--- src/rtl/alu_pkg.sv ---
// rtl/alu_pkg.sv - shared op, flag and state definitions for the multi-cycle ALU
package alu_pkg;

  typedef enum logic [2:0] {
    OP_ADD = 3'b000,
    OP_SUB = 3'b001,
    OP_AND = 3'b010,
    OP_ORR = 3'b011,
    OP_EOR = 3'b100,
    OP_LSL = 3'b101,
    OP_LSR = 3'b110,
    OP_MUL = 3'b111
  } alu_op_t;

  localparam int FLAG_N = 3;
  localparam int FLAG_Z = 2;
  localparam int FLAG_C = 1;
  localparam int FLAG_V = 0;

  typedef enum logic {
    IDLE = 1'b0,
    MUL  = 1'b1
  } alu_state_t;

endpackage

--- src/rtl/alu_core.sv ---
// rtl/alu_core.sv - combinational single-cycle ops (ADD..LSR) with NZCV flags
module alu_core
  import alu_pkg::*;
#(
  parameter int WIDTH = 32
) (
  input  alu_op_t          op,
  input  logic [WIDTH-1:0] a,
  input  logic [WIDTH-1:0] b,
  output logic [WIDTH-1:0] result,
  output logic [3:0]       flags
);

  localparam int SHW = $clog2(WIDTH);

  logic [SHW-1:0] sh;
  logic [WIDTH:0] sum;
  logic [WIDTH:0] lsl_ext;
  logic [WIDTH:0] lsr_ext;
  logic           c;
  logic           v;

  assign sh  = b[SHW-1:0];
  assign sum = (op == OP_SUB) ? ({1'b0, a} + {1'b0, ~b} + (WIDTH+1)'(1))
                              : ({1'b0, a} + {1'b0, b});

  // One extra bit on each shift catches the last bit shifted out; sh=0 leaves it 0.
  assign lsl_ext = {1'b0, a} << sh;
  assign lsr_ext = {a, 1'b0} >> sh;

  always_comb begin
    result = '0;
    c      = 1'b0;
    v      = 1'b0;
    case (op)
      OP_ADD: begin
        result = sum[WIDTH-1:0];
        c      = sum[WIDTH];
        v      = (a[WIDTH-1] == b[WIDTH-1]) && (sum[WIDTH-1] != a[WIDTH-1]);
      end
      OP_SUB: begin
        result = sum[WIDTH-1:0];
        c      = sum[WIDTH];
        v      = (a[WIDTH-1] != b[WIDTH-1]) && (sum[WIDTH-1] != a[WIDTH-1]);
      end
      OP_AND: result = a & b;
      OP_ORR: result = a | b;
      OP_EOR: result = a ^ b;
      OP_LSL: begin
        result = lsl_ext[WIDTH-1:0];
        c      = lsl_ext[WIDTH];
      end
      OP_LSR: begin
        result = lsr_ext[WIDTH:1];
        c      = lsr_ext[0];
      end
      default: ;
    endcase
    flags         = '0;
    flags[FLAG_N] = result[WIDTH-1];
    flags[FLAG_Z] = (result == '0);
    flags[FLAG_C] = c;
    flags[FLAG_V] = v;
  end

endmodule

--- src/rtl/alu_mc.sv ---
// rtl/alu_mc.sv - multi-cycle ALU: single-cycle ops plus iterative shift-add multiply
module alu_mc
  import alu_pkg::*;
#(
  parameter int WIDTH = 32
) (
  input  logic             clk,
  input  logic             reset,
  input  logic             start,
  input  logic [2:0]       op,
  input  logic [WIDTH-1:0] a,
  input  logic [WIDTH-1:0] b,
  output logic             busy,
  output logic             done,
  output logic [WIDTH-1:0] result,
  output logic [3:0]       flags
);

  localparam int SHW = $clog2(WIDTH);

  alu_state_t       state;
  logic [WIDTH-1:0] ma;
  logic [WIDTH-1:0] mb;
  logic [WIDTH-1:0] acc;
  logic [SHW-1:0]   cnt;
  logic [WIDTH-1:0] acc_next;
  logic [WIDTH-1:0] core_result;
  logic [3:0]       core_flags;
  alu_op_t          op_e;

  assign op_e = alu_op_t'(op);

  alu_core #(.WIDTH(WIDTH)) u_core (
    .op     (op_e),
    .a      (a),
    .b      (b),
    .result (core_result),
    .flags  (core_flags)
  );

  assign acc_next = acc + (mb[0] ? ma : '0);
  assign busy     = (state == MUL);

  always_ff @(posedge clk) begin
    if (reset) begin
      state  <= IDLE;
      ma     <= '0;
      mb     <= '0;
      acc    <= '0;
      cnt    <= '0;
      done   <= 1'b0;
      result <= '0;
      flags  <= 4'b0000;
    end else begin
      done <= 1'b0;
      case (state)
        IDLE: begin
          if (start) begin
            if (op_e == OP_MUL) begin
              ma    <= a;
              mb    <= b;
              acc   <= '0;
              cnt   <= '0;
              state <= MUL;
            end else begin
              result <= core_result;
              flags  <= core_flags;
              done   <= 1'b1;
            end
          end
        end
        MUL: begin
          // start is deliberately not looked at here: no queuing while busy.
          acc <= acc_next;
          ma  <= ma << 1;
          mb  <= mb >> 1;
          cnt <= cnt + SHW'(1);
          if (cnt == SHW'(WIDTH - 1)) begin
            result <= acc_next;
            flags  <= {acc_next[WIDTH-1], (acc_next == '0), 1'b0, 1'b0};
            done   <= 1'b1;
            state  <= IDLE;
          end
        end
        default: state <= IDLE;
      endcase
    end
  end

endmodule

--- config.mk ---
export PLATFORM = sky130hd
export DESIGN_NAME = alu_mc
export DESIGN_NICKNAME = d
export VERILOG_FILES = /design/src/rtl/alu_pkg.sv /design/src/rtl/alu_core.sv /design/src/rtl/alu_mc.sv
export SDC_FILE = /design/constraint.sdc
export NUM_CORES = 1
export LEC_CHECK = 0
export BUFFER_PORTS_ARGS = -buffer_cell sky130_fd_sc_hd__buf_4
export CORE_ASPECT_RATIO = 1.5
export CORE_MARGIN = 2
export CORE_UTILIZATION = 33
export CTS_CLUSTER_SIZE = 20
export DETAILED_ROUTE_END_ITERATION = 6
export PLACE_DENSITY = 0.61
export REMOVE_ABC_BUFFERS = 1
export SKIP_CTS_REPAIR_TIMING = 1
export SLEW_MARGIN = 0
export SYNTH_ARGS = -nofsm -noshare
export SYNTH_HDL_FRONTEND = slang
export SYNTH_SLANG_ARGS = --single-unit
--- constraint.sdc ---
create_clock -name clk -period 4.7 [get_ports clk]
set_clock_uncertainty 0.15 [all_clocks]
set_input_delay 0.235 -clock clk [delete_from_list [all_inputs] [get_ports clk]]
set_output_delay 0.235 -clock clk [all_outputs]
set_load 0.05 [all_outputs]
Word-level counts from Yosys, hierarchy flattened
Cells that the tools add are included.
{"block": "op_classes", "n_addsub": 5, "n_eq_ne": 15, "n_shift": 2, "muxes": 33, "n_bitwise": 5, "n_reduce_logical": 8}
{"cell": "32-bit 2-to-1 mux", "count": 10}
{"cell": "32-bit case mux with 2 select lines", "count": 4}
{"cell": "32-bit case mux with 6 select lines", "count": 1}
{"cell": "32-bit by 32-bit adder with 33-bit output", "count": 2}
{"cell": "32-bit zero test", "count": 2}
{"cell": "33-bit by 1-bit adder with 33-bit output, second input constant", "count": 1}
{"cell": "33-bit 2-to-1 mux", "count": 1}
{"cell": "32-bit by 5-bit << shifter with 33-bit output", "count": 1}
{"cell": "33-bit by 5-bit >> shifter with 33-bit output", "count": 1}
{"cell": "32-bit adder", "count": 1}
{"cell": "32-bit AND", "count": 1}
{"cell": "32-bit inverter", "count": 1}
{"cell": "32-bit bitwise OR", "count": 1}
{"cell": "32-bit XOR", "count": 1}
{"cell": "3-bit == test, second input constant", "count": 4}
{"cell": "4-bit 2-to-1 mux", "count": 3}
{"cell": "5-bit 2-to-1 mux", "count": 2}
{"cell": "5-bit case mux with 2 select lines", "count": 1}
{"cell": "4-bit case mux with 2 select lines", "count": 1}
{"cell": "3-bit by 2-bit == test with 1-bit output, second input constant", "count": 2}
{"cell": "1-bit 2-to-1 mux", "count": 6}
{"cell": "2-bit inequality test, second input constant", "count": 3}
{"cell": "1-bit case mux with 2 select lines", "count": 3}
{"cell": "5-bit by 1-bit adder with 5-bit output, second input constant", "count": 1}
{"cell": "12 further kinds", "count": 14}
{"block": "totals", "regBits": 139, "input_bits": 70, "output_inout_bits": 38, "elab_cells": 76}

Logic depth before layout (Yosys ltp)
{"block": "logic_depth", "depth_word": 10, "ltp_mapped": 18, "ltp_nobuf": 15}

Cells and area by module
A second synthesis with hierarchy kept.
{"block": "unflattened", "hier_cells": 2268, "hier_area_um2": 16692.3}
{"mod": "alu_core", "n_inst": 1, "cells_per_inst": 1253, "area_each_um2": 8697.1, "seq_area_each_um2": 0.0}
{"mod": "alu_mc", "n_inst": 1, "cells_per_inst": 1015, "area_each_um2": 7995.2, "seq_area_each_um2": 2782.7}

Least setup slack after synthesis
No wires, ideal clock.
{"block": "synth_path", "path_kind": "in2reg", "start": "input port b[2]", "end": "register flags[2]", "setup_ns": 0.087, "t_arrival_ns": 4.325, "required_time_ns": 4.463, "path_slack_ns": 0.138, "stages": 17, "n_path_buf": 5, "path_cell_list": "buf_2 -> inv_1 -> buf_2 -> buf_2 -> buf_2 -> clkbuf_1 -> ha_1 -> o211ai_1 -> o21ai_1 -> a21oi_1 -> o221ai_1 -> a311oi_1 -> o22ai_1 -> and3_1 -> or4_1 -> or4_1 -> o31ai_1"}
{"block": "synth_between", "elab_chain_len": 9, "word_cells_on_any_way": 15, "classes_between": "add/sub: 3; shift: 2; mux: 5; bitwise: 4; reduce/logical: 1"}
{"element": "from (decl)", "line": "alu_mc.sv:12", "rtl": "input logic [WIDTH-1:0] b,"}
{"element": "32-bit inverter", "line": "alu_core.sv:24", "rtl": "assign sum = (op == OP_SUB) ? ({1'b0, a} + {1'b0, ~b} + (WIDTH+1)'(1))"}
{"element": "32-bit by 32-bit adder with 33-bit output", "line": "alu_core.sv:24"}
{"element": "33-bit by 1-bit adder with 33-bit output", "line": "alu_core.sv:24"}
{"element": "33-bit 2-to-1 mux", "line": "alu_core.sv:24"}
{"element": "32-bit case mux with 6 select lines *", "line": "alu_core.sv:35", "rtl": "case (op)"}
{"element": "32-bit zero test *", "line": "alu_core.sv:61", "rtl": "flags[FLAG_Z] = (result == '0);"}
{"element": "4-bit 2-to-1 mux *", "line": "alu_mc.sv:59", "rtl": "if (op_e == OP_MUL) begin"}
{"element": "4-bit 2-to-1 mux *", "line": "alu_mc.sv:58", "rtl": "if (start) begin"}
{"element": "4-bit case mux with 2 select lines *", "line": "alu_mc.sv:56", "rtl": "case (state)"}
{"element": "to (signal assigned)", "line": "alu_mc.sv:67", "rtl": "flags <= core_flags;"}
{"element": "to (signal assigned)", "line": "alu_mc.sv:80", "rtl": "flags <= {acc_next[WIDTH-1], (acc_next == '0), 1'b0, 1'b0};"}
{"element": "to (decl)", "line": "alu_mc.sv:16", "rtl": "output logic [3:0] flags"}
Mark *: on every way between the ends. The rest lies on a longest branch, timed or not. The select of a mux whose other input is x is not followed.
A chain may end at the register's enable or synchronous reset.

Worst setup path in the final report
{"block": "layout_path", "start": "input port b[1]", "end": "register flags[2]"}
The elaborated chain is that of the path after synthesis.

==> flow_summary.json <==
{
  "vias": 18500,
  "rrSetupSlack_ns": 0.34,
  "holdWs_ns": -0.0250,
  "hold_start": "b[4]",
  "yosysMostFrequentCell": "nor2_1",
  "yosysUniqueCellTypes": 80,
  "port_buffers": 107,
  "grt_max_degree": 85,
  "netlist_top_cells_count": "262 x nor2_1, 211 x nand2_1, 198 x a21oi_1, 139 x ha_1, 138 x dfxtp_1",
  "startpoint": "b[1]",
  "clock_sinks": 138,
  "clk_pin_slew_ns": 0.06,
  "dpl.hpwl_um": 56900,
  "crit_slowest_cell": "nor3b_1",
  "worst_pin_slew_ns": 1.03,
  "rsz0062_at_grt": "no",
  "viasPerCell": 6.24,
  "drt-initial-drc-count": 2273,
  "grt_use_total_pct": 28.8,
  "whs_path_depth": 3,
  "period_needed_ns": 4.42,
  "row_count": 99,
  "final-hold-violation-count": 4,
  "yosysSeqAreaShare_pct": 17.1,
  "die_h_um": 275,
  "routed_wl_um": 74800,
  "ys_ff_latch": 138,
  "p_leak_nw": 7.98,
  "cp-start-kind": "input port",
  "rr_worst_depth": 16,
  "final.setup.tns_ns": 0,
  "synth_area_leaders": "dfxtp_1 17%, ha_1 11%, a21oi_1 6.1%",
  "cp_num_cells": 15,
  "yosys_warnings": 0,
  "cts_tree": "built",
  "diodes": 0,
  "numCtsBuffers": 17,
  "syn_inst": 2197,
  "slowest_delay_ns": 0.68,
  "grt_pass1_wl_um": 111000,
  "fin_cells": 2965,
  "htreeDepth": 4,
  "synth_edf_count": 0,
  "top_usage_layer": "met2",
  "synth_flop_cell": "dfxtp_1",
  "status": "finished, violations left",
  "path_cells": "buf_4 -> buf_12 -> buf_4 -> mux4_2 -> nor4b_1 -> a221o_1 -> a211oi_1 -> o21ai_0 -> nor3b_1 -> nand4_1 -> nor4_1 -> buf_4 -> nand4_1 -> or4_1 -> o31ai_1",
  "use_met1_pct": 33.4,
  "syn_area_um2": 16200,
  "reg2reg_from": "mb[0]",
  "overflow": 0,
  "maxCapViolCount": 0,
  "required_ns": 4.94,
  "die_area_um2": 50900,
  "fmax_mhz": 226,
  "die_w_um": 185,
  "drc": 11,
  "grt_pass1_vias": 17800,
  "drive_gt1_share_pct": 15.1,
  "fin_crit_sh_pct": 94.1,
  "clockBufferDepth": 2,
  "drv_slew": 0,
  "first_pass_iters": 7,
  "finalSetupViolCount": 0,
  "crit_family": "simple AND/OR/NAND/NOR gates",
  "violations": "DRC, hold timing",
  "nNetsFinal": 2508,
  "relSlewSlack_pct": 30.6,
  "grt.met2_usage_pct": 50.3,
  "drtAntennaViolNets": 0,
  "core-area_um2": 48600,
  "fin_util_pct": 39.1,
  "pin_count": 108,
  "crit_type": "input port to register",
  "async_flop_share_pct": 0,
  "postSynthAreaPerCell_um2": 7.37,
  "crit_arrival_ns": 4.66,
  "path_buf_inv": 4,
  "syn2layout_area_growth_pct": 17.2,
  "gp_congestion": 1.05,
  "peakVddDrop_uv": 259,
  "cts-root-buf": "clkbuf_16",
  "clk_latency_ns": 0.47,
  "path_common_cell": "buf_4",
  "power_density_nw_per_um2": 228,
  "crit_fanout": 58,
  "end_kind": "register",
  "start_util_pct": 33.4,
  "critical_path.endpoint": "flags[2]",
  "grt_util_met3_pct": 3.52,
  "reg2reg_to": "flags[2]",
  "holdCritPathClass": "input port to register",
  "avgRoutedWirePerCell_um": 25.2,
  "antenna_found_initial": 0,
  "dp_cells": 2898,
  "yosysTopAreaCellShare_pct": 17.1,
  "synth_top_area_cell": "dfxtp_1"
}
==> per-stage QoR <==
stage / setup WS (ns) / hold slack (ns) / power, mW / area [um^2]
floorplan: -1.47 / 0.154 / 2.15 / 15500
global placement: -0.209 / 0.292 / 2.91 / 18100
detailed placement: -0.123 / 0.296 / 2.91 / 18100
CTS: 0.226 / -0.134 / 4.30 / 18600
global route: 0.0259 / 0.00206 / 4.50 / 19000
finish: 0.279 / -0.0250 / 4.34 / 19000
==> tightest hold or removal path, stage by stage <==
cell,delay [ns]
buf_4,0.15
a222oi_1,0.10
nor2_1,0.08
==> placed cells by master, fill, tap and decap left out, types with 34 or more instances in the layout <==
cell           count
nor2_1           261
buf_4            215
nand2_1          211
a21oi_1          196
ha_1             139
dfxtp_1          137
inv_1            112
o21ai_0          101
a222oi_1          78
mux2i_1           64
nor3_1            51
o211ai_1          48
and2_1            38
nand3_1           36
mux4_2            34
dlygate4sd3_1     34
==> worst min path at each step <==
stage               slack (ns)         end
floorplan                 0.15      acc[0]
global placement          0.29     acc[25]
detailed placement        0.30  result[10]
CTS                      -0.13      mb[30]
global route             0.002       ma[1]
finish                   -0.02       mb[4]
==> report_power, final <==
part / leakage (nW) / switching [mW] / total (mW) / internal [mW]
Sequential: 1.12 / 0.0249 / 1.23 / 1.21
Combinational: 6.58 / 1.12 / 1.72 / 0.604
Clock: 0.279 / 0.624 / 1.38 / 0.761
==> cell type report <==
| cell class | instances | area, um^2 |
|---|---|---|
| Fill cell | 5192 | 29600 |
| Multi-Input combinational cell | 1769 | 12300 |
| Sequential cell | 138 | 2770 |
| Timing Repair Buffer | 255 | 2070 |
| Tap cell | 656 | 821 |
| Clock buffer | 20 | 457 |
| Inverter | 115 | 432 |
| Clock inverter | 12 | 115 |
==> cell families (layout without fill, tap and decap cells) <==
group           count (synthesis)  count (layout)  synth area share [%]
buf+inv                       290             402                  7.22
simple gates                  754             754                  21.5
compound gates                705             705                  30.1
mux                           132             132                  11.1
flops                         138             138                  17.1
fa+ha+maj                     142             142                  11.1
xor+xnor                       36              36                  1.95
==> flip-flops by register name, summed over array words and instances (netlist names) <==
name and count:
acc 32, ma 32, done 1, mb 32, cnt 5, result 32
busy 1, flags 3
==> metal layers <==
layer  share of wire (%)  wire, um
met5                   0         0
met4                 6.5      4870
met3                 5.7      4280
met2                  49     36600
met1                  39     29000
Power figures use the tool's default switching activity.
